### config.mk
export PLATFORM = sky130hd
export DESIGN_NAME = writeback_arbiter
export DESIGN_NICKNAME = d
export VERILOG_FILES = /design/src/rtl/writeback_arbiter.sv
export SDC_FILE = /design/constraint.sdc
export NUM_CORES = 1
export LEC_CHECK = 0
export CAP_MARGIN = 30
export CORE_UTILIZATION = 25
export DETAILED_ROUTE_END_ITERATION = 10
export PLACE_DENSITY = 0.48
export SLEW_MARGIN = 0
export SYNTH_ARGS = -nofsm -noshare
export SYNTH_HDL_FRONTEND = slang
export SYNTH_SLANG_ARGS = --single-unit
### constraint.sdc
create_clock -name iClk -period 5.6 [get_ports iClk]
set_input_delay 0.84 -clock iClk [delete_from_list [all_inputs] [get_ports iClk]]
set_output_delay 0.84 -clock iClk [all_outputs]
set_load 0.01 [all_outputs]
### src/rtl/writeback_arbiter.sv
// -----------------------------------------------------------------------------
// writeback_arbiter
// Merges register-file writes from the single-cycle ALU (port A, never stalled,
// absolute priority) and the long-latency load/multiply unit (port B, queued)
// onto the single register-file write port. Address 0 is discarded on both
// ports. A combinational hazard query reports pending writes to decode.
//
// Optional feature macro: WB_BYPASS_EN
//   defined   : an accepted B goes straight to the output register when the
//               queue is empty and A is not writing (latency 1).
//   undefined : every accepted B passes through the queue (latency >= 2).
//
// Ports:
//   iClk, iRst_n                 clock, asynchronous active-low reset
//   iValidA/iAddrA/iDataA        ALU result (no backpressure)
//   iValidB/iAddrB/iDataB        long-latency result, accepted when oReadyB
//   oReadyB                      registered port B accept
//   oEnWrite/oAddrWrite/oDataWrite  registered register-file write port
//   oCount                       queue occupancy
//   iQueryAddr/oQueryHit         decode hazard query (combinational hit)
// -----------------------------------------------------------------------------
module writeback_arbiter #(
  parameter int unsigned DATA_WIDTH = 32,
  parameter int unsigned ADDR_WIDTH = 5,
  parameter int unsigned FIFO_DEPTH = 4
) (
  input  logic                          iClk,
  input  logic                          iRst_n,
  input  logic                          iValidA,
  input  logic [ADDR_WIDTH-1:0]         iAddrA,
  input  logic [DATA_WIDTH-1:0]         iDataA,
  input  logic                          iValidB,
  input  logic [ADDR_WIDTH-1:0]         iAddrB,
  input  logic [DATA_WIDTH-1:0]         iDataB,
  output logic                          oReadyB,
  output logic                          oEnWrite,
  output logic [ADDR_WIDTH-1:0]         oAddrWrite,
  output logic [DATA_WIDTH-1:0]         oDataWrite,
  output logic [$clog2(FIFO_DEPTH):0]   oCount,
  input  logic [ADDR_WIDTH-1:0]         iQueryAddr,
  output logic                          oQueryHit
);

  localparam int unsigned PTR_W = $clog2(FIFO_DEPTH);
  localparam int unsigned CNT_W = PTR_W + 1;

  // Queue storage and control
  logic [ADDR_WIDTH-1:0] r_mem_addr [FIFO_DEPTH];
  logic [DATA_WIDTH-1:0] r_mem_data [FIFO_DEPTH];
  logic [PTR_W-1:0]      r_wr_ptr;
  logic [PTR_W-1:0]      r_rd_ptr;
  logic [CNT_W-1:0]      r_count;
  logic                  r_ready_b;

  // Output register
  logic                  r_en_write;
  logic [ADDR_WIDTH-1:0] r_addr_write;
  logic [DATA_WIDTH-1:0] r_data_write;

  logic                  w_take_a;
  logic                  w_b_valid;
  logic                  w_empty;
  logic                  w_pop;
  logic                  w_push;
  logic                  w_bypass;
  logic [CNT_W-1:0]      w_count_next;
  logic                  w_fifo_hit;

  // Request qualification; address 0 requests are consumed and dropped
  assign w_take_a  = iValidA && (iAddrA != '0);
  assign w_b_valid = iValidB && r_ready_b && (iAddrB != '0);
  assign w_empty   = (r_count == '0);
  assign w_pop     = !w_take_a && !w_empty;

`ifdef WB_BYPASS_EN
  assign w_bypass  = !w_take_a && w_empty && w_b_valid;
`else
  assign w_bypass  = 1'b0;
`endif

  assign w_push       = w_b_valid && !w_bypass;
  assign w_count_next = r_count + CNT_W'(w_push) - CNT_W'(w_pop);

  // Queue pointers, occupancy and registered ready
  always_ff @(posedge iClk or negedge iRst_n) begin
    if (!iRst_n) begin
      r_wr_ptr  <= '0;
      r_rd_ptr  <= '0;
      r_count   <= '0;
      r_ready_b <= 1'b0;
    end else begin
      if (w_push) r_wr_ptr <= r_wr_ptr + PTR_W'(1);
      if (w_pop)  r_rd_ptr <= r_rd_ptr + PTR_W'(1);
      r_count   <= w_count_next;
      // Looks at the post-edge occupancy, so a pop on a full queue only
      // re-opens the port from the following cycle.
      r_ready_b <= (w_count_next < CNT_W'(FIFO_DEPTH));
    end
  end

  // Queue payload storage (contents are don't-care when not counted)
  always_ff @(posedge iClk) begin
    if (w_push) begin
      r_mem_addr[r_wr_ptr] <= iAddrB;
      r_mem_data[r_wr_ptr] <= iDataB;
    end
  end

  // Output register: A first, then queue head, then (optional) bypassed B
  always_ff @(posedge iClk or negedge iRst_n) begin
    if (!iRst_n) begin
      r_en_write   <= 1'b0;
      r_addr_write <= '0;
      r_data_write <= '0;
    end else if (w_take_a) begin
      r_en_write   <= 1'b1;
      r_addr_write <= iAddrA;
      r_data_write <= iDataA;
    end else if (w_pop) begin
      r_en_write   <= 1'b1;
      r_addr_write <= r_mem_addr[r_rd_ptr];
      r_data_write <= r_mem_data[r_rd_ptr];
    end else if (w_bypass) begin
      r_en_write   <= 1'b1;
      r_addr_write <= iAddrB;
      r_data_write <= iDataB;
    end else begin
      r_en_write   <= 1'b0;
    end
  end

  // Hazard scan over the occupied queue slots, oldest first
  always_comb begin
    w_fifo_hit = 1'b0;
    for (int unsigned i = 0; i < FIFO_DEPTH; i++) begin
      if ((CNT_W'(i) < r_count) &&
          (r_mem_addr[r_rd_ptr + PTR_W'(i)] == iQueryAddr)) begin
        w_fifo_hit = 1'b1;
      end
    end
  end

  assign oQueryHit  = (iQueryAddr != '0) &&
                      (w_fifo_hit || (r_en_write && (r_addr_write == iQueryAddr)));
  assign oReadyB    = r_ready_b;
  assign oEnWrite   = r_en_write;
  assign oAddrWrite = r_addr_write;
  assign oDataWrite = r_data_write;
  assign oCount     = r_count;

endmodule
Word-level counts from Yosys, hierarchy flattened
Memories as Yosys holds them, arrays and structs flattened.
Index checks and enable logic that the tools add are counted.
- bits in registers: 46
- memory bits (writable): 148
- input port bits: 83
- memories: 2
- memory list (name ; depth ; bits a word ; read ports ; clocked after Yosys merged registers in ; wr ports ; RTL line ; source):
    r_mem_data ; 4 ; 32 ; 1 ; 0 ; 1 ; 49 ; logic [DATA_WIDTH-1:0] r_mem_data [FIFO_DEPTH];
    r_mem_addr ; 4 ; 5 ; 4 ; 0 ; 1 ; 48 ; logic [ADDR_WIDTH-1:0] r_mem_addr [FIFO_DEPTH];
- add/subtract/negate cells: 6
- $lt $le $gt $ge: 5
- equal/unequal tests: 5
- multiplexer cells: 12
- reductions and logical operators: 18
- operators by type and width (operator ; number):
    32-bit two-way mux ; 2
    5-bit equality test ; 5
    5-bit nonzero test ; 3
    1-bit logical AND ; 10
    5-bit two-way mux ; 2
    1-bit two-way mux ; 8
    1-bit by 3-bit < comparator with 1-bit output, first input constant ; 2
    2-bit by 3-bit < comparator with 1-bit output, first input constant ; 2
    2-bit by 1-bit adder with 2-bit output, second input constant ; 2
    2-bit adder, second input constant ; 2
    3-bit by 1-bit adder with 3-bit output ; 1
    3-bit zero test ; 1
    3-bit < comparator, second input constant ; 1
    3-bit by 1-bit subtractor with 3-bit output ; 1
    1-bit zero test ; 2
    2-bit nonzero test ; 1
    1-bit logical OR ; 1

Logic depth before layout (Yosys ltp)
Gate-level depths: netlist of the first run.
An unclocked memory read counts as a cell.
- depth after elaboration: 9
- mapped depth: 10
- gate-level depth less buffers: 10

Worst setup path after synthesis of the first run
Ideal clock, no wire load.
- path kind: input to register
- from: input iAddrA[1]
- to: register r_ready_b (netlist: oReadyB)
- library setup time: 121 ps
- arrival time: 2772 ps
- setup slack: 2707 ps
- cell stages on the path: 10
- path buffers: 0
- path through: or4_1 -> o21ai_1 -> nor2b_1 -> ha_1 -> inv_1 -> ha_1 -> inv_1 -> fa_1 -> xor2_1 -> inv_1
- longest elaborated chain between the ends: 6
- ends and longest elaborated chain (item ; RTL line ; source):
    from (decl) ; 30 ; input logic [ADDR_WIDTH-1:0] iAddrA,
    5-bit nonzero test ; 70 ; assign w_take_a = iValidA && (iAddrA != '0);
    1-bit logical AND ; 70 ;
    1-bit zero test ; 73 ; assign w_pop = !w_take_a && !w_empty;
    1-bit logical AND ; 73 ;
    via w_pop ; 63 ; logic w_pop;
    3-bit by 1-bit subtractor with 3-bit output ; 82 ; assign w_count_next = r_count + CNT_W'(w_push) - CNT_W'(w_pop);
    via w_count_next[2] ; 66 ; logic [CNT_W-1:0] w_count_next;
    3-bit < comparator ; 97 ; r_ready_b <= (w_count_next < CNT_W'(FIFO_DEPTH));
    to (signal assigned) ; 97 ;
    to (decl) ; 53 ; logic r_ready_b;
The timed path passes the listed nets, and every way through them passes these cells.
A chain may end at the register's enable or synchronous reset.

Worst setup path after layout of the first run
- from: register r_rd_ptr[1]
- to: output oQueryHit
- longest elaborated chain between the ends: 9
- elaborated cells on any way between the ends: 18
- ends and longest elaborated chain (item ; RTL line ; source):
    from (decl) ; 51 ; logic [PTR_W-1:0] r_rd_ptr;
    from (signal assigned) ; 93 ; if (w_pop) r_rd_ptr <= r_rd_ptr + PTR_W'(1);
    2-bit by 1-bit adder with 2-bit output / memory 4 x 5 bit (equally long branches) ; -- ;
    memory 4 x 5 bit * ; -- ;
    5-bit equality test / 1-bit logical AND (equally long branches) ; 137, 136 ;
    1-bit logical AND / 1-bit two-way mux (equally long branches) ; 136 ; if ((CNT_W'(i) < r_count) &&
    1-bit two-way mux (2 in a row) ; 136 ;
    1-bit two-way mux * ; 136 ;
    1-bit logical OR * ; 144 ; (w_fifo_hit || (r_en_write && (r_addr_write == iQueryAddr)));
    1-bit logical AND * ; 143 ; assign oQueryHit = (iQueryAddr != '0) &&
    to (decl) ; 41 ; output logic oQueryHit
Mark *: on every way between the ends. The rest lies on a longest branch, timed or not.

==> results of run 1 <==
==> sequential cells by signal (all words and copies together) (netlist names) <==
register and count:
oCount 3, r_wr_ptr 2, oDataWrite 32, r_mem_data 128, r_rd_ptr 2, r_mem_addr 20, oReadyB 1, oEnWrite 1
oAddrWrite 5
==> per-layer routing <==
metal	GRT usage [%]	wire [microns]	up-vias
met5	0	13	-
met4	3.13	197	2
met3	3.90	1120	14
met2	19.6	9370	106
met1	15.0	8440	2337
li1	-	-	2042
==> final cells by class <==
class	instances	area [sq um]
flip-flops and latches	194	5600
diodes	2	5.00
multi-input cells	227	2460
inverters	10	37.5
well taps	442	553
clock buffers	20	468
clock inverters	12	106
fillers	3175	21900
repair buffers	134	1360
==> cells by family after synthesis <==
logic type,count (synthesis)
flip-flops,194
AO/OA/AOI/OAI,44
buffers and inverters,39
adder cells (fa/ha/maj),9
multiplexers,89
XOR/XNOR,29
AND/OR/NAND/NOR,56
==> how the worst max path moves through the flow <==
| stage | end | slack, ps |
|---|---|---|
| finish | oQueryHit | 1420 |
| global route | oQueryHit | 1270 |
| CTS | oQueryHit | 1360 |
| detailed placement | oQueryHit | 1650 |
| global placement | oQueryHit | 1750 |
| floorplan | oReadyB | 2710 |
==> through the flow <==
stage	cell area, sq um	worst slack [ps]	utilization [%]	cells
final	10600	1420	32.6	1041
after global routing	10600	1270	32.6	1039
after CTS	10600	1360	32.6	1039
after detailed placement	10000	1650	30.9	1007
after global placement	9940	1750	30.6	1003
after floorplan	8230	2710	-	460
==> placed cells by master (no fill, tap or decap), types with 2 or more instances in the layout <==
master and n:
inv_6 6, diode_2 2, ha_1 8, mux4_1 6, inv_8 2, edfxtp_1 148
nor4_1 2, mux4_2 46, clkinv_4 2, xnor2_1 14, a2111oi_1 2, clkbuf_16 18
dfrtp_1 44, nand2_1 3, nand4_1 2, a21oi_1 35, buf_12 4, buf_4 5
mux2_2 2, inv_1 9, clkdlybuf4s50_1 124, a22o_1 2, and2_2 4, nand3_1 2
xor2_1 15, mux2i_1 35, or4_1 2, nor2_1 36, or3_1 2
==> worst max-delay path, cell delays in order, from the launching register on <==
cell and delay, ps:
dfrtp_2 800, mux4_2 600, xor2_1 160, nor4_1 290, nand3_1 110, and3_1 210
a21oi_2 160, clkdlybuf4s50_1 550
==> where the power goes <==
part | leakage [nW] | internal, mW | switching (mW)
clock network | 0.282 | 0.625 | 0.569
registers | 1.86 | 1.84 | 0.202
logic | 1.38 | 0.906 | 0.758
total | 3.53 | 3.37 | 1.53
==> metrics.cfg, run 1 <==
[yosys]
synth_area_sq_um = 8230
synth_top_area_share_pct = 54.0
synth.distinct_cells = 36
synth_top_family_by_area = multiplexers
synth-adder-area-share_pct = 1.46
synth_cells = 460
yosysMostFrequentCell = edfxtp_1
synthTopCellsByArea = edfxtp_1, dfrtp_1, mux4_2
synth-xor-area-share_pct = 3.08
synth-seq-cells = 194
synth_top_cell_by_area = edfxtp_1
syn_nets = 552
async_reset_ff_share_pct = 23.7
synth-compound-area-share_pct = 3.01
yosys.area_share.simple_pct = 3.05
ys_seq_area_share_pct = 68.0
yosysWarnings = 0
synth_edf_count = 148
synth.area.mux_share_pct = 19.0
synth_flop_cell = edfxtp_1
avgSynthCellArea_sq_um = 17.9
synth_common_cells = edfxtp_1, dfrtp_1, mux4_2

[timing]
rsz0062_at_grt = false
fmaxAchievable_mhz = 239
finalCriticalPeriod_ps = 4180
setup_violations = 0
skew_ps = 17.9
hold_violations = 0
slew_viol_final = 0
holdWs_ps = 533
worstMarginPinSlew_ps = 796
tns_ps = 0
max_slew_margin_pct = 46.9
min_period_over_period_pct = 74.6

[power]
power.total_mw = 4.90
irDropWorstVdd_mv = 0.197
power_density_nw_per_um2 = 463
p_leak_nw = 3.53

[layout]
drive_gt1_share_pct = 16.6
syn_to_final_growth_pct = 28.7
final_net_count = 676

[critical_path]
reg2reg_to = oReadyB
crit_path_start = r_rd_ptr[1]
reg2reg_from = oCount[1]
startpoint_type = flop
cp_max_fo = 28
worstPathRequired_ps = 4760
critical_path_class = reg2out
r2r_cells = 10
rrSetupSlack_ps = 2790
crit_arrival_ps = 3340
worstSetupEndpointType = output pin

[floorplan]
fp.dieH_microns = 183
io_pins = 126
fp.dieW_microns = 183
rows = 66
fp.coreArea_sq_um = 32500
initial_core_util_pct = 25.4
die_area_sq_um = 33700

[global_route]
antenna_found_initial = 3
grt_overflow = 0
grt_pass1_vias = 4864
grt_util_all_layers_pct = 11.9
grt_max_degree = 74
grt_first_pass_wirelength_microns = 29400

[drt]
post-route-drc-count = 0
first_pass_iters = 4
vias = 4501
routedWlPerCell_microns = 18.4
wl_microns = 19100
vias_per_cell = 4.32
drtIter0Drc = 269
postRouteAntennaNets = 0

[placed_design]
port_buffers = 125
place_congestion = 0.892
dp_hpwl_microns = 12700

[clock_tree]
clock_latency_ps = 440
cts_root_buffer = clkbuf_16
cts_tree = yes
cts_buffer_depth = 2
clkTransAtPathRegs_ps = 70
post_cts_resized = 0
cts_max_level = 4
cts_hold_buf = 0
cts_buffers = 17
clock_sinks = 194
postCtsSetupRepairBufs = 0

[status]
outcome = complete, no violations

[hold_path]
hp-class = in2async

[run]
max_cap_violations = 0

Power figures use the tool's default switching activity.
==> inputs of run 2 (changes only) <==
- clock period: 5.6 -> 4 ns (I/O delays scaled with it)
==> metrics.cfg, run 2 (synthesis results as in run 1) <==
[status]
outcome = complete, no violations

[floorplan]
fp.dieH_microns = 183  ; unchanged
io_pins = 126  ; unchanged
initial_core_util_pct = 25.4  ; unchanged
fp.dieW_microns = 183  ; unchanged
die_area_sq_um = 33700  ; unchanged
rows = 66  ; unchanged
fp.coreArea_sq_um = 32500  ; unchanged

[timing]
rsz0062_at_grt = false
tns_ps = 0  ; unchanged
worstMarginPinSlew_ps = 798  ; +2.38 ps
fmaxAchievable_mhz = 265
hold_violations = 0  ; unchanged
min_period_over_period_pct = 94.2
max_slew_margin_pct = 46.8  ; -0.16 points
finalCriticalPeriod_ps = 3770
skew_ps = 13.5  ; -4.40 ps
setup_violations = 0  ; unchanged
slew_viol_final = 0  ; unchanged

[placed_design]
dp_hpwl_microns = 13100  ; +3.9%
port_buffers = 125  ; unchanged
place_congestion = 0.820  ; -8.0%

[global_route]
grt_first_pass_wirelength_microns = 29400  ; about the same
grt_overflow = 0  ; unchanged
grt_pass1_vias = 4875  ; +0.23%
antenna_found_initial = 0  ; -3
grt_util_all_layers_pct = 12.0  ; +0.10 points
grt_max_degree = 74  ; unchanged

[critical_path]
critical_path_class = reg2out
worstSetupEndpointType = output pin
cp_max_fo = 13  ; -54%
worstPathRequired_ps = 3400  ; -1360 ps
slowest_delay_ps = 590  ; -210 ps
startpoint_type = flop
cp_slowest_cell = mux4_1
path_cells = buf_6 > mux4_1 > xor2_1 > or3_1 > and3_1 > a21oi_2 > clkdlybuf4s50_1
crit_arrival_ps = 3170  ; -170 ps

[power]
swShare_pct = 31.6  ; +0.43 points
seqPwrFrac_pct = 41.1  ; -0.6 points
combPwrFrac_pct = 34.6  ; +0.7 points
power.clock.fraction_pct = 24.3  ; about the same
switching_power_mw = 2.18  ; +43%
irDropWorstVdd_mv = 0.328  ; +66%
p_int_mw = 4.72  ; +40%
power_density_nw_per_um2 = 650  ; +40%
p_leak_nw = 3.55  ; +0.45%

[layout]
fillers = 3142  ; -1.0%
drive_gt1_share_pct = 17.1  ; +0.56 points
final_common_cell = edfxtp_1
syn_to_final_growth_pct = 29.0
final_cell_mix = edfxtp_1, clkdlybuf4s50_1, mux4_2
fin_util_pct = 32.7  ; +0.073 points
final_net_count = 680  ; +0.59%
largest-register = r_mem_data
largest_reg_flops = 128  ; unchanged

[drt]
drtIter0Drc = 140  ; -48%
first_pass_iters = 4  ; unchanged
vias_per_cell = 4.26  ; -1.5%
wl_microns = 19500  ; +1.9%
routedWlPerCell_microns = 18.7  ; +1.6%
vias = 4448  ; -1.2%
postRouteAntennaNets = 0  ; unchanged
post-route-drc-count = 0  ; unchanged

[clock_tree]
cts_hold_buf = 0  ; unchanged
clkTransAtPathRegs_ps = 80  ; about the same
cts_buffer_depth = 2  ; unchanged
cts_max_level = 4  ; unchanged
clock_latency_ps = 430  ; about the same
cts_root_buffer = clkbuf_16
cts_buffers = 17  ; unchanged
cts_tree = yes
clock_sinks = 194  ; unchanged

[run]
max_cap_violations = 0  ; unchanged

[hold_path]
hp-class = in2async

==> run 2: changes by cell type in the layout (fill, tap and decap cells not counted), moves of 2 or more <==
| cell | previous run | this run |
|---|---|---|
| buf_4 | 5 | 9 |
| clkinv_4 | 2 | 0 |
| inv_6 | 6 | 4 |
| inv_8 | 2 | 6 |
==> run 2: area by class of cell <==
| class | count | area (sq um) | area share [%] |
|---|---|---|---|
| Inverter | 10 | 37.5 | 0.353 |
| Clock inverter | 14 | 138 | 1.30 |
| Multi-Input combinational cell | 227 | 2460 | 23.2 |
| Timing Repair Buffer | 138 | 1390 | 13.0 |
| Antenna cell | 1 | 2.50 | 0.0236 |
| Sequential cell | 194 | 5600 | 52.8 |
| Clock buffer | 18 | 439 | 4.14 |
| Tap cell | 442 | 553 | 5.21 |
==> run 2: path summary, 6_finish.rpt <==
path / cells past startpoint / to / slack, ps / from
setup / recovery: 7 / oQueryHit / 230 / r_rd_ptr[0]
hold / removal: 1 / oDataWrite[18] / 180 / iRst_n
setup reg to reg: 5 / oDataWrite[23] / 1760 / r_rd_ptr[0]
hold reg to reg: 2 / oDataWrite[4] / 580 / oDataWrite[4]
max in group asynchronous: 2 / r_rd_ptr[1] / 2940 / iRst_n
min in group iClk: 2 / oDataWrite[4] / 580 / oDataWrite[4]
==> run 2: layer usage <==
metal,routed length (microns),part of all wire [%],global-route usage (%)
met5,0,0,0
met1,8800,45,15.1
met2,9630,49,20.3
met4,216,1.1,3.23
met3,856,4.4,3.11
==> run 2: power by group through the flow <==
stage / clock, mW / sequential, mW / combinational (mW)
2_1_floorplan: 0 / 2.84 / 1.57
3_3_place_gp: 0 / 2.88 / 2.39
3_5_place_dp: 0 / 2.91 / 2.42
4_1_cts: 1.73 / 2.87 / 2.43
5_1_grt: 1.81 / 2.90 / 2.61
6_report: 1.68 / 2.84 / 2.39
==> run 2: critical path: cells and delay by family, from the launching register on <==
family / cells / cell delay, ps
buffers and inverters: 2 / 770
muxes: 1 / 590
DFF: 1 / 580
and+or+nand+nor: 2 / 480
xor gates and xnor gates: 1 / 160
AOI/OAI and AO/OA: 1 / 150
==> run 2: timing repair <==
action / 4_1_cts / 5_1_grt
endpoints found under the setup margin: 0 / 1
gates resized for setup: 0 / 1
buffers inserted: 0 / 1
==> run 2: stage by stage <==
stage / std cells / hold slack [ps] / setup WS [ps] / power (mW) / instance area (sq um)
2_1_floorplan: 460 / 304 / 1350 / 4.41 / 8230
3_3_place_gp: 1010 / 566 / 621 / 5.27 / 10000
3_5_place_dp: 1010 / 573 / 540 / 5.33 / 10000
4_1_cts: 1042 / 168 / 51.6 / 7.03 / 10600
5_1_grt: 1043 / 211 / 33.7 / 7.31 / 10600
6_report: 1044 / 175 / 231 / 6.90 / 10600
